[src/rtl/des_key_sched_seq.sv]
// des_key_sched_seq
//   Iterative DES key schedule with a valid/ready output stream. One key is
//   loaded per schedule; the 16 48-bit round keys are streamed RPC per beat,
//   in encrypt order (K1..K16) or decrypt order (K16..K1).
// Ports
//   clk, rst_n      clock, asynchronous active-low reset
//   start, decrypt  load request (taken when key_ready) and order select
//   key_in          KEY_W-bit key: 64 = raw DES key, 56 = C0||D0 already PC-1'd
//   abort           cancels a running schedule (no done pulse)
//   key_ready       high while idle
//   rk_valid/ready  round-key beat handshake
//   rk_data         RPC round keys, first key of the beat in the MSBs
//   rk_idx          round number (0..15) of the first key of the beat
//   rk_last         final beat of the schedule
//   done            one-cycle pulse after the final beat is accepted
module des_key_sched_seq #(
  parameter int KEY_W = 56,
  parameter int RPC   = 1
) (
  input  logic                 clk,
  input  logic                 rst_n,
  input  logic                 start,
  input  logic                 decrypt,
  input  logic [KEY_W-1:0]     key_in,
  input  logic                 abort,
  output logic                 key_ready,
  output logic                 rk_valid,
  input  logic                 rk_ready,
  output logic [48*RPC-1:0]    rk_data,
  output logic [3:0]           rk_idx,
  output logic                 rk_last,
  output logic                 done
);

  generate
    if (!(RPC == 1 || RPC == 2 || RPC == 4)) begin : g_bad_rpc
      $error("des_key_sched_seq: RPC must be 1, 2 or 4");
    end
    if (!(KEY_W == 56 || KEY_W == 64)) begin : g_bad_keyw
      $error("des_key_sched_seq: KEY_W must be 56 or 64");
    end
  endgenerate

  // Permutation tables, FIPS 46-3 bit numbering (bit 1 = MSB).
  localparam int PC1_T [56] = '{
    57, 49, 41, 33, 25, 17,  9,   1, 58, 50, 42, 34, 26, 18,
    10,  2, 59, 51, 43, 35, 27,  19, 11,  3, 60, 52, 44, 36,
    63, 55, 47, 39, 31, 23, 15,   7, 62, 54, 46, 38, 30, 22,
    14,  6, 61, 53, 45, 37, 29,  21, 13,  5, 28, 20, 12,  4};
  localparam int PC2_T [48] = '{
    14, 17, 11, 24,  1,  5,   3, 28, 15,  6, 21, 10,
    23, 19, 12,  4, 26,  8,  16,  7, 27, 20, 13,  2,
    41, 52, 31, 37, 47, 55,  30, 40, 51, 45, 33, 48,
    44, 49, 39, 56, 34, 53,  46, 42, 50, 36, 29, 32};

  function automatic logic [55:0] pc1(input logic [63:0] k);
    logic [55:0] r;
    r = '0;
    for (int i = 0; i < 56; i++) r[6'(55 - i)] = k[6'(64 - PC1_T[i])];
    return r;
  endfunction

  function automatic logic [47:0] pc2(input logic [55:0] cd);
    logic [47:0] r;
    r = '0;
    for (int i = 0; i < 48; i++) r[6'(47 - i)] = cd[6'(56 - PC2_T[i])];
    return r;
  endfunction

  // Shift amount of round k+1 (k = 0-based round index).
  function automatic logic [1:0] shamt(input logic [3:0] k);
    return (k == 4'd0 || k == 4'd1 || k == 4'd8 || k == 4'd15) ? 2'd1 : 2'd2;
  endfunction

  function automatic logic [27:0] rot28(input logic [27:0] x, input logic [1:0] amt,
                                        input logic left);
    logic [27:0] r;
    case (amt)
      2'd1:    r = left ? {x[26:0], x[27]}    : {x[0], x[27:1]};
      2'd2:    r = left ? {x[25:0], x[27:26]} : {x[1:0], x[27:2]};
      default: r = x;
    endcase
    return r;
  endfunction

  // One round step away from round index k. Encrypt moves to k+1 rotating left
  // by that round's shift; the step out of round 16 rotates by 0 so a finished
  // schedule leaves C0/D0 in the registers. Decrypt moves to k-1 rotating right
  // by round k's shift, which lands on C0/D0 after the final step as well.
  function automatic logic [55:0] step(input logic [55:0] cd, input logic dec,
                                       input logic [3:0] k);
    logic [1:0] amt;
    if (dec) amt = shamt(k);
    else     amt = (k == 4'd15) ? 2'd0 : shamt(4'(k + 4'd1));
    return {rot28(cd[55:28], amt, !dec), rot28(cd[27:0], amt, !dec)};
  endfunction

  typedef enum logic {S_IDLE, S_RUN} state_e;

  state_e      state_q, state_d;
  logic        dec_q, dec_d;
  logic [55:0] cd_q, cd_d;
  logic [3:0]  idx_q, idx_d;
  logic        key_ready_q, key_ready_d;
  logic        rk_valid_q, rk_valid_d;
  logic        done_q, done_d;

  logic [55:0] load_cd;

  generate
    if (KEY_W == 64) begin : g_pc1
      logic unused_parity;
      assign load_cd       = pc1(key_in);
      assign unused_parity = ^{key_in[56], key_in[48], key_in[40], key_in[32],
                               key_in[24], key_in[16], key_in[8], key_in[0]};
    end else begin : g_raw
      assign load_cd = key_in[55:0];
    end
  endgenerate

  // Unrolled round steps: element j is the C/D state of the j-th key in the
  // current beat; element RPC is the state for the next beat.
  logic [55:0]       cd_chain  [RPC+1];
  logic [3:0]        idx_chain [RPC+1];
  logic [48*RPC-1:0] keys_raw;

  assign cd_chain[0]  = cd_q;
  assign idx_chain[0] = idx_q;

  generate
    for (genvar gi = 0; gi < RPC; gi++) begin : g_step
      assign cd_chain[gi+1]  = step(cd_chain[gi], dec_q, idx_chain[gi]);
      assign idx_chain[gi+1] = dec_q ? 4'(idx_chain[gi] - 4'd1) : 4'(idx_chain[gi] + 4'd1);
      assign keys_raw[48*(RPC-gi)-1 -: 48] = pc2(cd_chain[gi]);
    end
  endgenerate

  logic last_beat;
  assign last_beat = dec_q ? (idx_q == 4'(RPC - 1)) : (idx_q == 4'(16 - RPC));

  always_comb begin
    state_d     = state_q;
    dec_d       = dec_q;
    cd_d        = cd_q;
    idx_d       = idx_q;
    key_ready_d = key_ready_q;
    rk_valid_d  = rk_valid_q;
    done_d      = 1'b0;
    case (state_q)
      S_IDLE: begin
        if (start) begin
          state_d     = S_RUN;
          dec_d       = decrypt;
          // Encrypt starts at round 1 (one left shift); decrypt at round 16,
          // whose C16/D16 equals C0/D0.
          cd_d        = decrypt ? load_cd
                                : {rot28(load_cd[55:28], 2'd1, 1'b1),
                                   rot28(load_cd[27:0], 2'd1, 1'b1)};
          idx_d       = decrypt ? 4'd15 : 4'd0;
          key_ready_d = 1'b0;
          rk_valid_d  = 1'b1;
        end
      end
      S_RUN: begin
        // abort wins over a handshake in the same cycle
        if (abort) begin
          state_d     = S_IDLE;
          key_ready_d = 1'b1;
          rk_valid_d  = 1'b0;
        end else if (rk_ready) begin
          cd_d  = cd_chain[RPC];
          idx_d = idx_chain[RPC];
          if (last_beat) begin
            state_d     = S_IDLE;
            key_ready_d = 1'b1;
            rk_valid_d  = 1'b0;
            done_d      = 1'b1;
          end
        end
      end
      default: state_d = S_IDLE;
    endcase
  end

  always_ff @(posedge clk or negedge rst_n) begin
    if (!rst_n) begin
      state_q     <= S_IDLE;
      dec_q       <= 1'b0;
      cd_q        <= '0;
      idx_q       <= '0;
      key_ready_q <= 1'b1;
      rk_valid_q  <= 1'b0;
      done_q      <= 1'b0;
    end else begin
      state_q     <= state_d;
      dec_q       <= dec_d;
      cd_q        <= cd_d;
      idx_q       <= idx_d;
      key_ready_q <= key_ready_d;
      rk_valid_q  <= rk_valid_d;
      done_q      <= done_d;
    end
  end

  assign key_ready = key_ready_q;
  assign rk_valid  = rk_valid_q;
  assign rk_data   = rk_valid_q ? keys_raw : '0;
  assign rk_idx    = idx_q;
  assign rk_last   = rk_valid_q && last_beat;
  assign done      = done_q;

endmodule

[config.mk]
export PLATFORM = sky130hd
export DESIGN_NAME = des_key_sched_seq
export DESIGN_NICKNAME = d
export VERILOG_FILES = /design/src/rtl/des_key_sched_seq.sv
export SDC_FILE = /design/constraint.sdc
export NUM_CORES = 1
export LEC_CHECK = 0
export ABC_AREA = 1
export CAP_MARGIN = 20
export CORE_MARGIN = 2
export CORE_UTILIZATION = 55
export CTS_BUF_LIST = sky130_fd_sc_hd__clkbuf_16
export CTS_CLUSTER_SIZE = 20
export DETAILED_ROUTE_END_ITERATION = 16
export GPL_TIMING_DRIVEN = 1
export PLACE_DENSITY = 0.95
export SYNTH_ARGS = -nofsm -noshare
export SYNTH_HDL_FRONTEND = slang
export SYNTH_SLANG_ARGS = --single-unit
[constraint.sdc]
create_clock -name clk -period 5.95 [get_ports clk]
set_input_delay 0.8925 -clock clk [delete_from_list [all_inputs] [get_ports clk]]
set_output_delay 0.8925 -clock clk [all_outputs]
set_load 0.02 [all_outputs]
After elaboration in Yosys (flattened, before gate mapping)
Index checks and enable logic that the tools add are counted.
{"block": "classes", "addsub": 2, "n_eq_ne": 14, "mux": 42, "bitwise": 1, "reduce_logical": 13}
{"operator": "$mux W56", "n": 4}
{"operator": "$mux W28", "n": 4}
{"operator": "$pmux W28 S2", "n": 2}
{"operator": "$pmux W56 S2", "n": 1}
{"operator": "$mux W32", "n": 1}
{"operator": "$mux W4", "n": 5}
{"operator": "$mux W1", "n": 17}
{"operator": "$eq A4 B4 Y1 const B", "n": 4}
{"operator": "$eq A4 B1 Y1 const B", "n": 2}
{"operator": "$logic_not A4 Y1", "n": 2}
{"operator": "$mux W2", "n": 4}
{"operator": "$pmux W4 S2", "n": 1}
{"operator": "$logic_or A1 B1 Y1", "n": 6}
{"operator": "$ne A2 B2 Y1 const B", "n": 3}
{"operator": "$pmux W1 S2", "n": 3}
{"operator": "$reduce_and A3 Y1", "n": 2}
{"operator": "$add A4 B1 Y4 const B", "n": 1}
{"operator": "$reduce_and A4 Y1", "n": 1}
{"operator": "$sub A4 B1 Y4 const B", "n": 1}
{"operator": "$ne A3 B1 Y1 const B", "n": 1}
{"operator": "$ne A3 B2 Y1 const B", "n": 1}
{"operator": "$ne A3 B3 Y1 const B", "n": 1}
{"operator": "$eq A2 B1 Y1 const B", "n": 1}
{"operator": "$eq A2 B2 Y1 const B", "n": 1}
{"operator": "other kinds (3)", "n": 3}
{"block": "word_totals", "register_bits": 65, "input_bits": 62, "out_inout_bits": 56, "wordCells": 79}

Logic depth before layout (Yosys ltp)
{"block": "depth", "ltp_word": 13, "mapped_depth": 14, "mapped_depth_nobuf": 12}

Least setup slack after synthesis
OpenSTA, ideal clock, no wires.
{"block": "synth_path", "path_type": "flip-flop to output port", "startpoint": "register idx_q[0], in the netlist rk_idx[0]", "endpoint": "output port rk_last", "arrival_ns": 1.641, "t_required_ns": 5.058, "setup_slack_ns": 3.417, "path_stages_with_launch": 7, "n_path_buf": 0, "path_cell_list": "dfrtp_1 > inv_1 > ha_1 > inv_1 > nor2_1 > nand3_1 > a21boi_0"}
{"block": "synth_between", "elab_chain_len": 3, "elab_cells_between_ends": 4, "classes_between": "eq/ne: 1; mux: 1; reduce/logical: 2"}
{"item": "start, declared", "line": "103", "rtl": "logic [3:0] idx_q, idx_d;"}
{"item": "start signal, assigned", "line": "198", "rtl": "idx_q <= idx_d;"}
{"item": "$eq A4 B4 Y1 / $logic_not A4 Y1 (equally long branches)", "line": "139", "rtl": "assign last_beat = dec_q ? (idx_q == 4'(RPC - 1)) : (idx_q == 4'(16 - RPC));"}
{"item": "$mux W1 *", "line": "139"}
{"item": "$logic_and A1 B1 Y1 *", "line": "209", "rtl": "assign rk_last = rk_valid_q && last_beat;"}
{"item": "end, declared", "line": "31", "rtl": "output logic rk_last,"}
Mark *: on every way between the ends. The rest lies on a longest branch, timed or not.

Worst setup path in the final report
{"block": "layout_path", "startpoint": "register dec_q", "endpoint": "output port rk_last"}
{"block": "layout_between", "elab_chain_len": 2}
{"item": "start, declared", "line": "101", "rtl": "logic dec_q, dec_d;"}
{"item": "start signal, assigned", "line": "188", "rtl": "dec_q <= 1'b0;"}
{"item": "start signal, assigned", "line": "196", "rtl": "dec_q <= dec_d;"}
{"item": "$mux W1", "line": "139"}
{"item": "$logic_and A1 B1 Y1", "line": "209"}
Every way passes these cells.

==> qor.yml <==
placement:
  hpwl_mm: 9.67
  io_buffers: 95
  place_inst: 1075
  gp_congestion: 0.853
clock_network:
  cts-root-buf: "clkbuf_16"
  cts_buffers: 9
  clock-sinks: 65
  htreeDepth: 3
  cts_buffer_depth: 2
  cts_tree: "yes"
  clk_latency_ns: 0.33
  cts-resized-gates: 0
  path_clk_slew_ns: 0.06
  hold_buffers: 0
  cts_setup_buffers: 0
layout:
  syn2layout_area_growth_pct: 17.2
  final_cells: 1091
  antenna_cells: 0
  final.fill_count: 866
  layout_commonest_cell: "nand2_1"
  most-common-layout-cells: "234 x nand2_1, 182 x nor2_1, 93 x clkdlybuf4s50_1"
  fin_nets: 1018
  regArea_sq_mm: 0.00163
  layout-drive-gt1-share_pct: 10.2
  multi_input_area_sq_mm: 0.00353
setup_path:
  crit_required_ns: 5.06
  arrival_ns: 3.00
  slowest_delay_ns: 0.78
  crit_chain: "buf_4 > inv_2 > nand3_1 > a21boi_0 > clkdlybuf4s50_1"
  r2r_cells: 10
  r2r-end: "cd_q[26]$_DFFE_PN0P_"
  r2r-start: "dec_q$_DFFE_PN0P_"
  path_max_fanout: 64
  crit_type: "register to output port"
  cp_slowest_cell: "inv_2"
  end_kind: "output port"
  crit_path_start_kind: "register"
  worstSetupEndpoint: "rk_last"
  regToRegSetupSlack_ns: 2.24
  cp-startpoint: "dec_q$_DFFE_PN0P_"
route:
  wl_per_cell_um: 14.1
  num_vias: 6212
  drt.antenna.violating_nets: 0
  wirelength_mm: 15.4
  dr.pass1.iters: 5
  drcViolationCount: 0
  drt_iter0_drc: 481
  viasPerCell: 5.69
logic_synthesis:
  syn_area_sq_mm: 0.00575
  synth-seq-area-share_pct: 28.3
  yosys.area.top_type: "dfrtp_1"
  synth_area_leaders: "dfrtp_1 28%, nand2_1 15%, nor2_1 12%, o211ai_1 7.3%, nand3_1 6.0%"
  postSynthCellCount: 906
  synth_top_area_share_pct: 27.8
  yosysUniqueCellTypes: 30
  avgSynthCellArea_sq_um: 6.35
  yosysWarnings: 0
  synth-seq-cells: 65
floorplanning:
  dieWidth_um: 106
  ios: 118
  core_sq_mm: 0.0102
  die_h_um: 106
  die-area_sq_mm: 0.0113
  rows: 37
  initial_core_util_pct: 56.2
timing:
  tightest_slew_ns: 1.13
  hold_violations: 0
  finClkSkew_ns: 0.00510
  fin_crit_ns: 3.89
  rsz0062_at_grt: "false"
  setup_violations: 0
  fin_setup_tns_ns: 0
  fmax_ghz: 0.257
  relSlewSlack_pct: 24.9
  finalCritPeriodShare_pct: 65.5
  slew_violations: 0
outcome:
  status: "finished, final reports clean"
run:
  drv_cap: 0
grt:
  grt_pass1_wl_mm: 25.4
  antenna_found_initial: 0
  grt_start_max_net_pins: 113
  grt_overflow: 0
  grtUsageTotal_pct: 27.5
  grt_pass1_vias: 5594
power:
  p_leak_nw: 3.14
  vdd_drop_max_v: 0.000553
  power_mw: 4.42
  power.density_mw_per_mm2: 656
worst_hold_path:
  hold_path_class: "register to register"
  min_from: "key_ready$_DFFE_PN1P_"
-- metal layers --
layer  wire length (um)  vias up  share of wire [%]  global-route usage (%)
met5                  0        -                  0                       0
met4                357        0                2.3                    12.1
met3               1280       42                8.3                    4.23
met2               7400      296                 48                    45.9
met1               6390     2860                 41                    35.2
li1                   -     3014                  -                       -
-- stage by stage --
stage / setup slack, ns / hold slack [ns] / util, % / area, sq um
6_report: 2.06 / 0.468 / 65.9 / 6740
5_1_grt: 1.87 / 0.501 / 65.9 / 6740
4_1_cts: 2.09 / 0.468 / 65.9 / 6740
3_5_place_dp: 2.31 / 0.459 / 63.1 / 6460
3_3_place_gp: 2.40 / 0.456 / 63.1 / 6460
2_1_floorplan: 3.42 / 0.495 / - / 5830
-- critical path, delay by kind of cell (launching register included) --
family	cells	cell delay, ns
compound gates	1	0.25
flops	1	0.39
buf+inv	3	1.75
simple gates	1	0.28
-- report_power, final --
part | internal (mW) | switching [mW]
Clock | 0.317 | 0.194
Sequential | 0.673 | 0.261
Combinational | 1.07 | 1.91
-- cells in the mapped netlist --
master	n
nand2_1	234
nor2_1	182
nand3_1	69
dfrtp_1	64
o211ai_1	56
o21ai_0	47
a21oi_1	36
inv_1	36
nor2_2	35
a21oi_2	33
buf_4	32
buf_2	20
clkbuf_1	20
buf_6	8
buf_1	6
ha_1	6
inv_2	4
nand4_1	3
o21ai_1	3
a22oi_1	2
a21boi_0	1
a31oi_1	1
and3_1	1
buf_8	1
clkbuf_2	1
conb_1	1
dfstp_2	1
nand3b_1	1
nor2_4	1
o21ai_2	1
-- how the worst min path moves through the flow --
stage,slack (ns),endpoint,depth (start not counted)
6_report,0.47,key_ready$_DFFE_PN1P_,2
3_3_place_gp,0.46,key_ready$_DFFE_PN1P_,2
5_1_grt,0.50,key_ready$_DFFE_PN1P_,2
3_5_place_dp,0.46,key_ready$_DFFE_PN1P_,2
2_1_floorplan,0.50,key_ready$_DFFE_PN1P_,2
4_1_cts,0.47,key_ready$_DFFE_PN1P_,2
-- cells by family after synthesis --
group	Yosys count	synth area share, %
AND/OR/NAND/NOR	526	37.7
AO/OA/AOI/OAI	180	20.5
other	1	0.0652
adder cells (fa/ha/maj)	6	1.31
buffers and inverters	128	12.1
flip-flops	65	28.3
-- final cells by class --
type / count / share of cell area (%)
well taps: 136 / 2.53
inverters: 40 / 2.23
flip-flops and latches: 65 / 24.2
clock buffers: 9 / 3.34
multi-input cells: 734 / 52.4
repair buffers: 100 / 14.5
clock inverters: 7 / 0.817
-- sequential cells by signal (all words and copies together), names as in the netlist --
name and count:
cd_q 56, dec_q 1, done 1, key_ready 1, rk_idx 4, rk_valid 1, state_q 1
Power figures use the tool's default switching activity.
